`config.mk`:
```
export PLATFORM = sky130hd
export DESIGN_NAME = pea_firing_scheduler
export DESIGN_NICKNAME = d
export VERILOG_FILES = /design/src/rtl/pea_firing_scheduler.sv
export SDC_FILE = /design/constraint.sdc
export NUM_CORES = 1
export LEC_CHECK = 0
export BUFFER_PORTS_ARGS = -buffer_cell sky130_fd_sc_hd__buf_2
export CAP_MARGIN = 15
export CORE_ASPECT_RATIO = 0.6
export CORE_MARGIN = 2
export CORE_UTILIZATION = 35
export CTS_BUF_LIST = sky130_fd_sc_hd__clkbuf_16
export DETAILED_ROUTE_END_ITERATION = 7
export GPL_TIMING_DRIVEN = 0
export PLACE_DENSITY = 0.67
export SYNTH_ARGS = -nofsm -noshare
export SYNTH_HDL_FRONTEND = slang
export SYNTH_SLANG_ARGS = --single-unit
```
`constraint.sdc`:
```
create_clock -name clk -period 1.98 [get_ports clk]
set_input_delay 0.495 -clock clk [delete_from_list [all_inputs] [get_ports clk]]
set_output_delay 0.495 -clock clk [all_outputs]
set_load 0.03 [all_outputs]
```
`src/rtl/pea_firing_scheduler.sv`:
```
// Firing-cycle sequencer for the PEA actor: walks the CFDF cycle (settle, check enable,
// invoke, wait for FC), adopts the actor-reported next mode and counts firings/stalls.
module pea_firing_scheduler #(
  parameter int         CNT_W       = 16,
  parameter int         TIMEOUT     = 1024,
  parameter logic [1:0] SETUP_INSTR = 2'b00,
  parameter logic [1:0] INSTR       = 2'b01,
  parameter logic [1:0] OUTPUT      = 2'b10
) (
  input  logic             clk,
  input  logic             rst,
  input  logic             start,
  input  logic             stop,
  input  logic [CNT_W-1:0] num_firings,
  input  logic             enable,
  input  logic             FC,
  input  logic [1:0]       next_mode_in,
  output logic             invoke,
  output logic [1:0]       next_instr,
  output logic             busy,
  output logic             done,
  output logic             timeout_err,
  output logic [CNT_W-1:0] firing_count,
  output logic [CNT_W-1:0] stall_count,
  output logic [2:0]       state_dbg
);

  localparam int TMR_W = (TIMEOUT > 1) ? $clog2(TIMEOUT) : 1;

  typedef enum logic [2:0] {
    IDLE    = 3'd0,
    SETTLE  = 3'd1,
    CHECK   = 3'd2,
    INVOKE  = 3'd3,
    WAIT_FC = 3'd4,
    DONE    = 3'd5,
    ERROR   = 3'd6
  } state_t;

  state_t           state, state_n;
  logic [TMR_W-1:0] timer;
  logic             stop_pending;
  logic             limit_hit;
  logic             timer_last;

  // Any code the actor reports that is not a known mode falls back to setup.
  function automatic logic [1:0] legal_mode(input logic [1:0] m);
    if (m == SETUP_INSTR || m == INSTR || m == OUTPUT) return m;
    return SETUP_INSTR;
  endfunction

  assign limit_hit  = (num_firings != '0) && (firing_count == num_firings);
  assign timer_last = (timer == TMR_W'(TIMEOUT - 1));
  assign state_dbg  = state;

  always_comb begin
    state_n = state;
    case (state)
      IDLE:    if (start && !timeout_err) state_n = SETTLE;
      SETTLE:  state_n = CHECK;
      CHECK: begin
        if (stop_pending || limit_hit) state_n = DONE;
        else if (enable)               state_n = INVOKE;
      end
      INVOKE:  state_n = WAIT_FC;
      WAIT_FC: begin
        if (FC)              state_n = SETTLE;
        else if (timer_last) state_n = ERROR;
      end
      DONE:    state_n = IDLE;
      ERROR:   state_n = ERROR;
      default: state_n = IDLE;
    endcase
  end

  always_ff @(posedge clk or posedge rst) begin
    if (rst) begin
      state        <= IDLE;
      invoke       <= 1'b0;
      next_instr   <= SETUP_INSTR;
      busy         <= 1'b0;
      done         <= 1'b0;
      timeout_err  <= 1'b0;
      firing_count <= '0;
      stall_count  <= '0;
      stop_pending <= 1'b0;
      timer        <= '0;
    end else begin
      state  <= state_n;
      // Pulse outputs are decoded from the next state so they line up with that state.
      invoke <= (state_n == INVOKE);
      done   <= (state_n == DONE);
      if (state_n == ERROR) timeout_err <= 1'b1;
      if (state_n == DONE || state_n == ERROR) busy <= 1'b0;

      case (state)
        IDLE: begin
          if (state_n == SETTLE) begin
            firing_count <= '0;
            stall_count  <= '0;
            next_instr   <= SETUP_INSTR;
            busy         <= 1'b1;
          end
        end
        CHECK: begin
          if (state_n == CHECK && stall_count != '1) stall_count <= stall_count + 1'b1;
        end
        INVOKE: timer <= '0;
        WAIT_FC: begin
          if (FC) begin
            next_instr <= legal_mode(next_mode_in);
            if (firing_count != '1) firing_count <= firing_count + 1'b1;
          end else begin
            timer <= timer + 1'b1;
          end
        end
        default: ;
      endcase

      // A stop request is remembered for the whole run and only honoured at CHECK.
      if (state == DONE || state == IDLE) stop_pending <= 1'b0;
      else if (busy && stop)              stop_pending <= 1'b1;
    end
  end

endmodule

```
Word level (Yosys, flattened, before mapping)
Cells that the tools add are included.
{ "totals": {"latchBits": 0, "output_inout_bits": 41, "input_bits": 24, "ramBits": 0, "wordCells": 83, "romBits": 0, "register_bits": 52, "n_memories": 0} }
{ "classes": {"mux": 27, "div": 0, "shift": 0, "bitwise_logic": 0, "n_addsub": 3, "reduce_logical": 21, "eq_ne": 22, "multipliers": 0, "n_lt_le_gt_ge": 0} }
{ "ops": {"columns": ["op", "count"], "rows": [
  ["16-bit 2-to-1 mux", 4],
  ["16-bit case mux with 2 select lines", 2],
  ["16-bit by 1-bit adder with 16-bit output (second input constant)", 2],
  ["16-bit inequality test (second input constant)", 2],
  ["10-bit case mux with 2 select lines", 1],
  ["3-bit case mux with 6 select lines", 1],
  ["16-bit equality test", 1],
  ["16-bit nonzero test", 1],
  ["3-bit equality test (second input constant)", 5],
  ["3-bit 2-to-1 mux", 5],
  ["3-bit by 2-bit equality test with 1-bit output (second input constant)", 4],
  ["10-bit by 1-bit adder with 10-bit output (second input constant)", 1],
  ["10-bit equality test (second input constant)", 1],
  ["10-bit 2-to-1 mux", 1],
  ["2-bit inequality test (second input constant)", 5],
  ["1-bit 2-to-1 mux", 8],
  ["2-bit 2-to-1 mux", 4],
  ["2-bit nonzero test", 4],
  ["3-bit by 1-bit equality test with 1-bit output (second input constant)", 2],
  ["3-bit AND reduction", 2],
  ["1-bit logical OR", 5],
  ["1-bit logical AND", 4],
  ["2-bit case mux with 2 select lines", 1],
  ["4-bit AND reduction", 1],
  ["6 further kinds", 6]
]} }

Logic depth before layout (Yosys ltp)
Gate-level depths: netlist of the first run.
{ "logic_depth": {"word_depth": 10, "ltp_mapped": 8, "ltp_nobuf": 7} }

Least setup slack after synthesis of the first run
Ideal clock, no wire load.
{ "synth_path": {"path_type": "reg-to-reg", "from": "register stall_count[0]", "to": "register stall_count[12]", "required_time_ns": 1.854, "n_path_buf": 1, "setup_slack_ns": -0.229, "path_stages_with_launch": 9, "setup_ns": 0.126, "synth_period_minus_slack_ns": 2.209, "arrival_ns": 2.083, "cell_sequence": "dfrtp_1 > ha_1 > and3_2 > nand4_1 > o211a_1 > a21boi_4 > buf_6 > nor2_1 > a221o_1"} }
{ "synth_between": {"elab_chain_len": 4, "word_cells_on_any_way": 7, "cone_classes": "add/sub: 1; eq/ne: 2; mux: 2; reduce/logical: 2"} }
{ "synth_lines": {"columns": ["item", "line_no", "text"], "rows": [
  ["from (decl)", "24", "output logic [CNT_W-1:0] stall_count,"],
  ["from (signal assigned)", "106", "if (state_n == CHECK && stall_count != '1) stall_count <= stall_count + 1'b1;"],
  ["parallel branches: the longest is 4 deep, another holds 16-bit by 1-bit adder with 16-bit output", null, null]
]} }
Parallel ways; which one is timed is not known. The select of a mux whose other input is x is not followed.
A chain may end at the register's enable or synchronous reset.

Worst setup path in the final report of the first run
{ "layout_path": {"from": "register stall_count[0]", "to": "register stall_count[7]"} }
Same word-level chain as after synthesis.

==> results.py, run 1 <==
metrics = {
    "synthesis": {
        "post_synth_top_flop": "sky130_fd_sc_hd__dfrtp_1",
        "synth.net_count": 363,
        "netlist-cell-type-count": 55,
        "gate_count_of_the_mapped_netlist": 336,
        "yosysSeqAreaShare_pct": 43.0,
        "syn-cell-area_um2": 3030,
        "yosys_warnings": 0,
        "count_of_flip_flops_with_a_built_in_enable_after_synthesis": 0,
        "synth_seq_cells": 52,
        "synth_async_sr_flop_share_pct": 100,
        "postSynthAreaPerCell_um2": 9.01,
    },
    "clocking": {
        "clock-sinks": 52,
        "worstSkewPairLatency_ps": 300,
        "total_clock_buffers_created_by_cts": 5,
        "clock-root-buffer": "sky130_fd_sc_hd__clkbuf_16",
        "cts_tree": "built",
        "h-tree-depth": 2,
        "cts-root-to-sink-buffers": 2,
        "worst_setup_hold_path_clk_slew_ps": 70,
    },
    "finish": {
        "seqCellArea_um2": 1310,
        "final_common_cell": "sky130_fd_sc_hd__buf_2",
        "layout.cells.most_common_list": "67 x sky130_fd_sc_hd__buf_2, 43 x sky130_fd_sc_hd__dfrtp_1, 34 x sky130_fd_sc_hd__nand2_1",
        "num_antenna_cells": 0,
        "post_route_cells_drive_above_1_share_pct": 37.0,
        "post-route-cell-area_um2": 4100,
        "fillerInstances": 831,
        "layout-area-overhead-vs-synth_pct": 35.3,
        "finish.net_count": 459,
        "multi_input_area_um2": 1810,
        "final-instance-count-excl-fill": 545,
    },
    "die": {
        "die_w_um": 124,
        "std_cell_rows": 26,
        "fp.dieArea_um2": 9430,
        "core_area_um2": 8460,
        "dieHeight_um": 76.0,
        "ios": 65,
        "start_util_pct": 35.8,
    },
    "worst_hold_path": {
        "hp-class": "primary input to asynchronous set/reset pin",
    },
    "status": {
        "status": "complete, but fails checks",
        "violations": "setup timing",
    },
    "timing": {
        "transition_time_of_the_tightest_slew_check_pin_ps": 542,
        "finalClockSkew_ps": 9.28,
        "fin_setup_tns_ps": -9.80,
        "minimum_clock_period_after_layout_ps": 1990,
        "slew_viol_final": 0,
        "finalSetupViolCount": 2,
        "unrepaired_setup_endpoints_after_global_routing": "yes",
        "post-route-worst-setup-slack_ps": -6.10,
        "final_hold_viol_count": 0,
        "relSlewSlack_pct": 63.8,
        "post-route-period-util_pct": 100,
        "fmaxAchievable_mhz": 504,
    },
    "critical_path": {
        "required_time_at_the_worst_slack_endpoint_ps": 2160,
        "worstPathMaxFanout": 5,
        "worst-endpoint-arrival_ps": 2170,
        "setup.worst_path.end_class": "register",
        "worst-setup-path-type": "register to register",
        "cp-start-kind": "register",
    },
    "route": {
        "drt_pre_antenna_iters": 5,
        "route.antenna.remaining_nets": 0,
        "drc": 0,
        "viasPerCell": 5.60,
        "dr.first_iter.drc_count": 308,
        "wl_mm": 9.06,
        "vias": 3053,
        "routedWlPerCell_um": 16.6,
    },
    "run": {
        "cap_violations": 0,
    },
    "power_and_ir_drop": {
        "power_leakage_nw": 1.91,
        "power_per_unit_of_standard_cell_area_nw_per_um2": 1010,
        "vdd_drop_max_v": 0.000471,
    },
    "placed_design": {
        "dpl.hpwl_mm": 6.18,
        "placed_cells_incl_taps": 513,
        "gpl.final_weighted_congestion": 0.830,
        "buffers_added_on_ports": 64,
        "dpl-instance-area_um2": 3540,
    },
    "global_route": {
        "gr-usage-all-layers_pct": 19.0,
        "antenna_found_initial": 0,
        "grt_max_degree": 31,
        "global_route_wire_length_before_repair_mm": 14.3,
        "grt-ovfl-total": 0,
        "first_global_vias": 2823,
    },
}
==> cell usage after synthesis (all sizes together) (2+ instances only) <==
cell type | number | area (um2)
dfrtp | 52 | 1300
nand2 | 36 | 135
o21ai | 31 | 155
nor2 | 27 | 109
and3 | 17 | 108
nand3 | 16 | 80.1
xor2 | 15 | 131
a21oi | 13 | 65.1
inv | 13 | 48.8
o31ai | 12 | 90.1
a31oi | 10 | 62.6
nand4 | 10 | 62.6
buf | 8 | 46.3
xnor2 | 8 | 70.1
nor4 | 7 | 43.8
and4 | 5 | 43.8
nand2b | 5 | 31.3
clkbuf | 4 | 15.0
nor3 | 4 | 20.0
nor3b | 4 | 35.0
a21o | 3 | 22.5
ha | 3 | 37.5
or2 | 3 | 18.8
or3 | 3 | 18.8
a21boi | 2 | 26.3
a221o | 2 | 20.0
mux2 | 2 | 26.3
mux2i | 2 | 32.5
nor2b | 2 | 12.5
nor4b | 2 | 32.5
o21bai | 2 | 18.8
o41ai | 2 | 17.5
==> metrics by stage <==
| step | hold WS (ps) | utilization [%] | power (mW) | worst slack [ps] |
|---|---|---|---|---|
| final | 241 | 48.4 | 4.13 | -6.10 |
| after global routing | 290 | 48.4 | 4.38 | -71.3 |
| after CTS | 265 | 46.5 | 4.03 | -13.9 |
| after detailed placement | 466 | 41.8 | 2.85 | -272 |
| after global placement | 455 | 41.6 | 2.82 | -756 |
| after floorplan | 498 | - | 2.42 | -48.6 |
==> timing repair <==
item / in CTS / in global routing
resized for setup: 15 / 37
buffers inserted: 18 / 4
pin swaps: 6 / 8
endpoints found under the setup margin: 37 / 36
hold buffers: 0 / 0
cloned: 2 / 1
==> flip-flops by register name, summed over array words and instances, names as in the netlist <==
| signal | count |
|---|---|
| stop_pending | 1 |
| firing_count | 16 |
| busy | 1 |
| timer | 10 |
| done | 1 |
| state_dbg | 3 |
| timeout_err | 1 |
| stall_count | 16 |
| next_instr | 2 |
| invoke | 1 |
==> final timing paths <==
kind,startpoint,endpoint,slack [ps],cells past startpoint
max in group asynchronous,rst,firing_count[8]$_DFFE_PP0P_,1170,3
min in group clk,next_mode_in[1],next_instr[0]$_DFFE_PP0P_,400,2
hold reg to reg,next_instr[0]$_DFFE_PP0P_,next_instr[0]$_DFFE_PP0P_,480,2
setup / recovery,stall_count[0]$_DFFE_PP0P_,stall_count[7]$_DFFE_PP0P_,-6,8
hold / removal,rst,invoke$_DFF_PP0_,240,2
setup reg to reg,stall_count[0]$_DFFE_PP0P_,stall_count[7]$_DFFE_PP0P_,-6,8
==> routing by layer <==
metal | GRT usage [%] | wire, um
met3 | 4.19 | 667
met2 | 26.7 | 3900
met4 | 3.71 | 82
met1 | 29.8 | 4400
met5 | 0 | 0
==> worst max-delay path, stage by stage, from the launching register on <==
cell,delay (ps)
sky130_fd_sc_hd__dfrtp_2,400
sky130_fd_sc_hd__ha_4,140
sky130_fd_sc_hd__and3_4,180
sky130_fd_sc_hd__nand4_1,160
sky130_fd_sc_hd__o211a_4,280
sky130_fd_sc_hd__a21boi_4,150
sky130_fd_sc_hd__buf_6,140
sky130_fd_sc_hd__and3_4,150
sky130_fd_sc_hd__a221o_1,260
==> cell families (layout without fill, tap and decap cells) <==
group | Yosys count | in the layout | share of synthesized area (%)
AO/OA/AOI/OAI | 85 | 85 | 18.0
XOR/XNOR | 23 | 23 | 6.66
adder cells (fa/ha/maj) | 3 | 3 | 1.24
buffers and inverters | 25 | 122 | 3.64
flip-flops | 52 | 52 | 43.0
multiplexers | 4 | 4 | 1.94
AND/OR/NAND/NOR | 144 | 144 | 25.5
==> cell type report <==
cell class / count / share of cell area (%)
plain buffers: 11 / 1.80
inverters: 13 / 1.19
multi-input cells: 259 / 44.1
clock inverters: 3 / 1.04
flip-flops and latches: 52 / 32.1
repair buffers: 90 / 13.3
well taps: 112 / 3.42
clock buffers: 5 / 3.06
==> power breakdown <==
part	leakage [nW]	switching [mW]	internal, mW
Sequential	0.687	0.174	1.22
Clock	0.0798	0.407	0.595
Combinational	1.15	1.10	0.631
(Power assumes the default switching activity.)
==> run 2, diff against run 1 <==
--- a/config.mk
+++ b/config.mk
@@ -14,6 +14,7 @@
 export DETAILED_ROUTE_END_ITERATION = 7
 export GPL_TIMING_DRIVEN = 0
 export PLACE_DENSITY = 0.67
+export SKIP_LAST_GASP = 1
 export SYNTH_ARGS = -nofsm -noshare
 export SYNTH_HDL_FRONTEND = slang
 export SYNTH_SLANG_ARGS = --single-unit
==> run 2 against run 1 <==
  * The run still ends with setup timing left
  * Wire length down 1.0%
  * Register-to-register slack about the same
  * Via count down 0.26%
  * Critical endpoint unchanged
  * Largest cell class unchanged
==> results.py, run 2 (synthesized netlist as in run 1, its figures left out) <==
metrics = {
    "die": {
        "dieHeight_um": 76.0,
        "fp.dieArea_um2": 9430,
        "core_area_um2": 8460,
        "die_w_um": 124,
        "std_cell_rows": 26,
        "ios": 65,
        "start_util_pct": 35.8,
    },
    "status": {
        "violations": "setup timing",
        "status": "complete, but fails checks",
    },
    "timing": {
        "fmaxAchievable_mhz": 503,
        "unrepaired_setup_endpoints_after_global_routing": "yes",
        "post-route-period-util_pct": 100,
        "post-route-worst-setup-slack_ps": -8.36,
        "worst_hold_slack_ps": 238,
        "final_hold_viol_count": 0,
        "finalSetupViolCount": 3,
        "transition_time_of_the_tightest_slew_check_pin_ps": 540,
        "relSlewSlack_pct": 63.9,
        "slew_viol_final": 0,
        "minimum_clock_period_after_layout_ps": 1990,
        "finalClockSkew_ps": 10.0,
    },
    "power_and_ir_drop": {
        "power_per_unit_of_standard_cell_area_nw_per_um2": 1010,
        "power_leakage_nw": 1.91,
        "vdd_drop_max_v": 0.000471,
    },
    "critical_path": {
        "crit_start": "stall_count[0]$_DFFE_PP0P_",
        "crit-reg2reg-launch": "stall_count[0]$_DFFE_PP0P_",
        "cp-start-kind": "register",
        "setup.worst_path.end_class": "register",
        "worst-setup-path-type": "register to register",
        "worstPathMaxFanout": 5,
        "worst-endpoint-arrival_ps": 2170,
        "r2r_setup_slack_ps": -8,
        "required_time_at_the_worst_slack_endpoint_ps": 2170,
    },
    "placed_design": {
        "dp_slack_ps": -272,
        "dpl-instance-area_um2": 3540,
        "gpl.final_weighted_congestion": 0.830,
        "placed_cells_incl_taps": 513,
        "dpl.hpwl_mm": 6.18,
        "buffers_added_on_ports": 64,
    },
    "finish": {
        "final_common_cell": "sky130_fd_sc_hd__buf_2",
        "finish.net_count": 459,
        "layout.cells.most_common_list": "67 x sky130_fd_sc_hd__buf_2, 42 x sky130_fd_sc_hd__dfrtp_1, 34 x sky130_fd_sc_hd__nand2_1",
        "layout-area-overhead-vs-synth_pct": 34.4,
        "multi_input_area_um2": 1780,
        "post-route-cell-area_um2": 4070,
        "layout_top_registers": "firing_count (16), stall_count (16), timer (10)",
        "final-instance-count-excl-fill": 545,
        "num_antenna_cells": 0,
        "post_route_cells_drive_above_1_share_pct": 35.6,
        "seqCellArea_um2": 1310,
        "fillerInstances": 836,
    },
    "route": {
        "vias": 3045,
        "viasPerCell": 5.59,
        "drc": 0,
        "drt_pre_antenna_iters": 5,
        "dr.first_iter.drc_count": 262,
        "wl_mm": 8.96,
        "route.antenna.remaining_nets": 0,
        "routedWlPerCell_um": 16.4,
    },
    "clocking": {
        "clock-sinks": 52,
        "worstSkewPairLatency_ps": 300,
        "total_clock_buffers_created_by_cts": 5,
        "h-tree-depth": 2,
        "cts_tree": "built",
        "cts-root-to-sink-buffers": 2,
        "clock-root-buffer": "sky130_fd_sc_hd__clkbuf_16",
        "worst_setup_hold_path_clk_slew_ps": 70,
    },
    "global_route": {
        "grt_max_degree": 31,
        "global_route_wire_length_before_repair_mm": 14.3,
        "gr-usage-all-layers_pct": 19.0,
        "first_global_vias": 2816,
        "grt-ovfl-total": 0,
        "antenna_found_initial": 0,
    },
    "run": {
        "cap_violations": 0,
    },
    "worst_hold_path": {
        "hp-class": "primary input to asynchronous set/reset pin",
    },
}
==> run 2: routing by layer <==
metal	part of all wire, %	up-vias	track usage [%]
li1	-	1428	-
met1	49	1483	29.9
met2	42	124	26.6
met3	7.4	10	4.19
met4	0.92	0	3.71
met5	0	-	0
==> run 2: worst max-delay path, cell delays in order, from the launching register on <==
cell and delay, ps:
sky130_fd_sc_hd__dfrtp_2 430, sky130_fd_sc_hd__ha_4 170, sky130_fd_sc_hd__and3_4 170, sky130_fd_sc_hd__nand4_1 150, sky130_fd_sc_hd__o211a_4 180, sky130_fd_sc_hd__a21boi_4 220, sky130_fd_sc_hd__buf_6 150, sky130_fd_sc_hd__nor2_4 40
sky130_fd_sc_hd__a221o_1 360
==> run 2: per-stage QoR <==
step / total power, mW / utilization [%] / setup TNS, ps
final: 4.12 / 48.1 / -23.9
after global routing: 4.37 / 48.1 / -781
after CTS: 4.03 / 46.4 / -30.0
after detailed placement: 2.85 / 41.8 / -5890
after global placement: 2.82 / 41.6 / -35550
after floorplan: 2.42 / - / -169
==> run 2: final timing paths <==
check / depth (start not counted) / endpoint
max: 8 / stall_count[7]$_DFFE_PP0P_
min: 2 / invoke$_DFF_PP0_
max reg2reg: 8 / stall_count[7]$_DFFE_PP0P_
min reg2reg: 2 / next_instr[0]$_DFFE_PP0P_
max in group asynchronous: 3 / firing_count[8]$_DFFE_PP0P_
min in group clk: 2 / next_instr[0]$_DFFE_PP0P_
==> run 2: cell type report <==
cell class | instances | share of cell area, %
multi-input combinational | 259 | 43.7
clock buffer | 5 | 3.08
clock inverter | 3 | 1.05
sequential | 52 | 32.3
buffer | 11 | 1.78
timing repair buffer | 90 | 13.4
tap | 112 | 3.45
inverter | 13 | 1.20
==> run 2: report_power, final <==
group	leakage (nW)	total (mW)	internal [mW]	switching [mW]
combinational	1.14	1.72	0.634	1.09
clock	0.0798	1.01	0.595	0.413
sequential	0.685	1.39	1.22	0.174
total	1.91	4.12	2.45	1.67
==> run 2: what timing repair did <==
| item | CTS | global route |
|---|---|---|
| buffers inserted | 18 | 4 |
| pin swaps | 6 | 8 |
| hold endpoints to repair | 0 | 0 |
| resized for setup | 14 | 30 |
| hold buffers | 0 | 0 |
| endpoints found under the setup margin | 37 | 36 |
| gates cloned | 2 | 1 |
==> run 3, diff against run 2 <==
--- a/config.mk
+++ b/config.mk
@@ -9,11 +9,11 @@
 export CAP_MARGIN = 15
 export CORE_ASPECT_RATIO = 0.6
 export CORE_MARGIN = 2
-export CORE_UTILIZATION = 35
+export CORE_UTILIZATION = 49
 export CTS_BUF_LIST = sky130_fd_sc_hd__clkbuf_16
 export DETAILED_ROUTE_END_ITERATION = 7
 export GPL_TIMING_DRIVEN = 0
-export PLACE_DENSITY = 0.67
+export PLACE_DENSITY = 0.86
 export SKIP_LAST_GASP = 1
 export SYNTH_ARGS = -nofsm -noshare
 export SYNTH_HDL_FRONTEND = slang
==> run 3 against run 2 <==
  * Wire length is 6.5% higher
  * Largest cell class unchanged
  * Power is 2.8% higher
  * Count of clock-buffer cells in the layout stayed put
  * Clock skew hardly changed
  * Sequential cell count stayed put
  * First-iteration DRC count is 42% higher
  * The flow still finishes with violations (setup timing)
  * Sequential power hardly changed
  * Fmax is 3.9% lower
==> results.py, run 3 (synthesized netlist as in run 1, its figures left out) <==
metrics = {
    "clocking": {
        "cts_tree": "built",
        "h-tree-depth": 2,
        "clock-sinks": 52,
        "clock-root-buffer": "sky130_fd_sc_hd__clkbuf_16",
        "worstSkewPairLatency_ps": 300,
        "total_clock_buffers_created_by_cts": 5,
        "count_of_hold_buffers_inserted_by_post_cts_repair": 0,
        "worst_setup_hold_path_clk_slew_ps": 70,
        "cts-root-to-sink-buffers": 2,
    },
    "route": {
        "route.antenna.remaining_nets": 0,
        "vias": 3228,
        "viasPerCell": 6.22,
        "routedWlPerCell_um": 18.4,
        "wl_mm": 9.54,
        "drt_pre_antenna_iters": 7,
        "dr.first_iter.drc_count": 371,
        "drc": 0,
    },
    "timing": {
        "fin_setup_tns_ps": -557,
        "slew_viol_final": 0,
        "post-route-period-util_pct": 104,
        "final_hold_viol_count": 0,
        "finalSetupViolCount": 9,
        "relSlewSlack_pct": 63.7,
        "minimum_clock_period_after_layout_ps": 2070,
        "unrepaired_setup_endpoints_after_global_routing": "yes",
        "transition_time_of_the_tightest_slew_check_pin_ps": 541,
        "fmaxAchievable_mhz": 483,
        "post-route-worst-setup-slack_ps": -88.9,
        "finalClockSkew_ps": 9.84,
    },
    "critical_path": {
        "slowest_stage": "sky130_fd_sc_hd__dfrtp_1",
        "crit-reg2reg-launch": "firing_count[15]$_DFFE_PP0P_",
        "worstPathMaxFanout": 6,
        "cp_top_family": "simple AND/OR/NAND/NOR gates",
        "crit_start": "firing_count[15]$_DFFE_PP0P_",
        "setup.worst_path.end_class": "register",
        "timing.critical_path.depth": 8,
        "worst-endpoint-arrival_ps": 2250,
        "cp-start-kind": "register",
        "critical_path.cell_chain": "xor2_1 -> nor4_1 -> and3_2 -> a21boi_4 -> buf_6 -> buf_4 -> nor3b_1 -> a21o_1",
        "regToRegEndpoint": "stall_count[14]$_DFFE_PP0P_",
        "required_time_at_the_worst_slack_endpoint_ps": 2160,
        "worst-setup-path-type": "register to register",
        "cp_num_buf_inv": 2,
        "worst_path_largest_cell_delay_ps": 470,
        "reg2regPathDepth": 8,
        "timing_endpoint_of_the_critical_path": "stall_count[14]$_DFFE_PP0P_",
        "r2r_setup_slack_ps": -90,
    },
    "global_route": {
        "first_global_vias": 2842,
        "gr-usage-all-layers_pct": 25.4,
        "global_route_wire_length_before_repair_mm": 13.8,
        "antenna_found_initial": 0,
        "grt_max_degree": 40,
        "grt-ovfl-total": 0,
    },
    "placed_design": {
        "dp_slack_ps": -223,
        "dpl.hpwl_mm": 5.89,
        "gpl.final_weighted_congestion": 0.890,
        "buffers_added_on_ports": 64,
    },
    "die": {
        "ios": 65,
        "dieHeight_um": 64.9,
        "fp.dieArea_um2": 6840,
        "start_util_pct": 50.2,
        "die_w_um": 105,
        "std_cell_rows": 22,
        "core_area_um2": 6030,
    },
    "status": {
        "status": "complete, but fails checks",
        "violations": "setup timing",
    },
    "power_and_ir_drop": {
        "power_per_unit_of_standard_cell_area_nw_per_um2": 1050,
        "power_leakage_nw": 1.92,
        "vdd_drop_max_v": 0.000696,
    },
    "finish": {
        "post_route_cells_drive_above_1_share_pct": 36.6,
        "finish.net_count": 461,
        "layout-area-overhead-vs-synth_pct": 34.0,
        "final_common_cell": "sky130_fd_sc_hd__buf_2",
        "num_antenna_cells": 0,
        "layout.cells.most_common_list": "66 x sky130_fd_sc_hd__buf_2, 44 x sky130_fd_sc_hd__dfrtp_1, 35 x sky130_fd_sc_hd__nand2_1",
        "layout_top_registers": "firing_count (16), stall_count (16), timer (10)",
    },
    "worst_hold_path": {
        "hp-class": "primary input to asynchronous set/reset pin",
    },
    "run": {
        "cap_violations": 0,
    },
}
## run 3: worst min-delay path by stage
| stage | from | end | slack [ps] | cells after the start |
|---|---|---|---|---|
| after floorplan | timer[4]$_DFFE_PP0P_ | timer[4]$_DFFE_PP0P_ | 500 | 2 |
| after global placement | next_instr[0]$_DFFE_PP0P_ | next_instr[0]$_DFFE_PP0P_ | 450 | 2 |
| final | rst | timer[2]$_DFFE_PP0P_ | 150 | 2 |
| after global routing | rst | timer[0]$_DFFE_PP0P_ | 180 | 2 |
| after CTS | rst | invoke$_DFF_PP0_ | 160 | 2 |
| after detailed placement | rst | timer[2]$_DFFE_PP0P_ | 470 | 2 |
## run 3: repair_timing
action,CTS,global route
resized for setup,12,47
setup buffers,15,11
endpoints found under the setup margin,36,38
cloned,1,1
pin swaps,6,5
## run 3: layout make-up
class / instances / area (um2)
fillers: 421 / 1970
well taps: 84 / 105
flip-flops and latches: 52 / 1310
plain buffers: 11 / 77.6
inverters: 13 / 48.8
repair buffers: 92 / 558
clock inverters: 3 / 38.8
multi-input cells: 259 / 1790
clock buffers: 5 / 125
## run 3: per-layer routing
metal	GRT usage, %	vias to the layer above	wire (um)	share of wire (%)
li1	-	1421	-	-
met1	36.1	1585	3980	42
met2	38.9	198	4420	46
met3	5.43	24	960	10
met4	8.33	0	184	1.9
met5	0	-	0	0
## run 3: where the power goes
group	internal [mW]	switching [mW]	total, mW	leakage, nW
registers	1.22	0.193	1.41	0.688
logic	0.680	1.16	1.84	1.15
clock network	0.591	0.401	0.991	0.0850
total	2.49	1.75	4.24	1.92
## run 3: stage by stage
stage	hold WS, ps	cell area (um2)	util (%)	total power [mW]	instances
floorplan	498	3060	-	2.42	336
global placement	451	3480	57.8	2.78	484
detailed placement	466	3500	58.1	2.85	485
CTS	161	3830	63.6	3.94	509
global route	180	4060	67.3	4.43	519
finish	148	4060	67.3	4.24	519
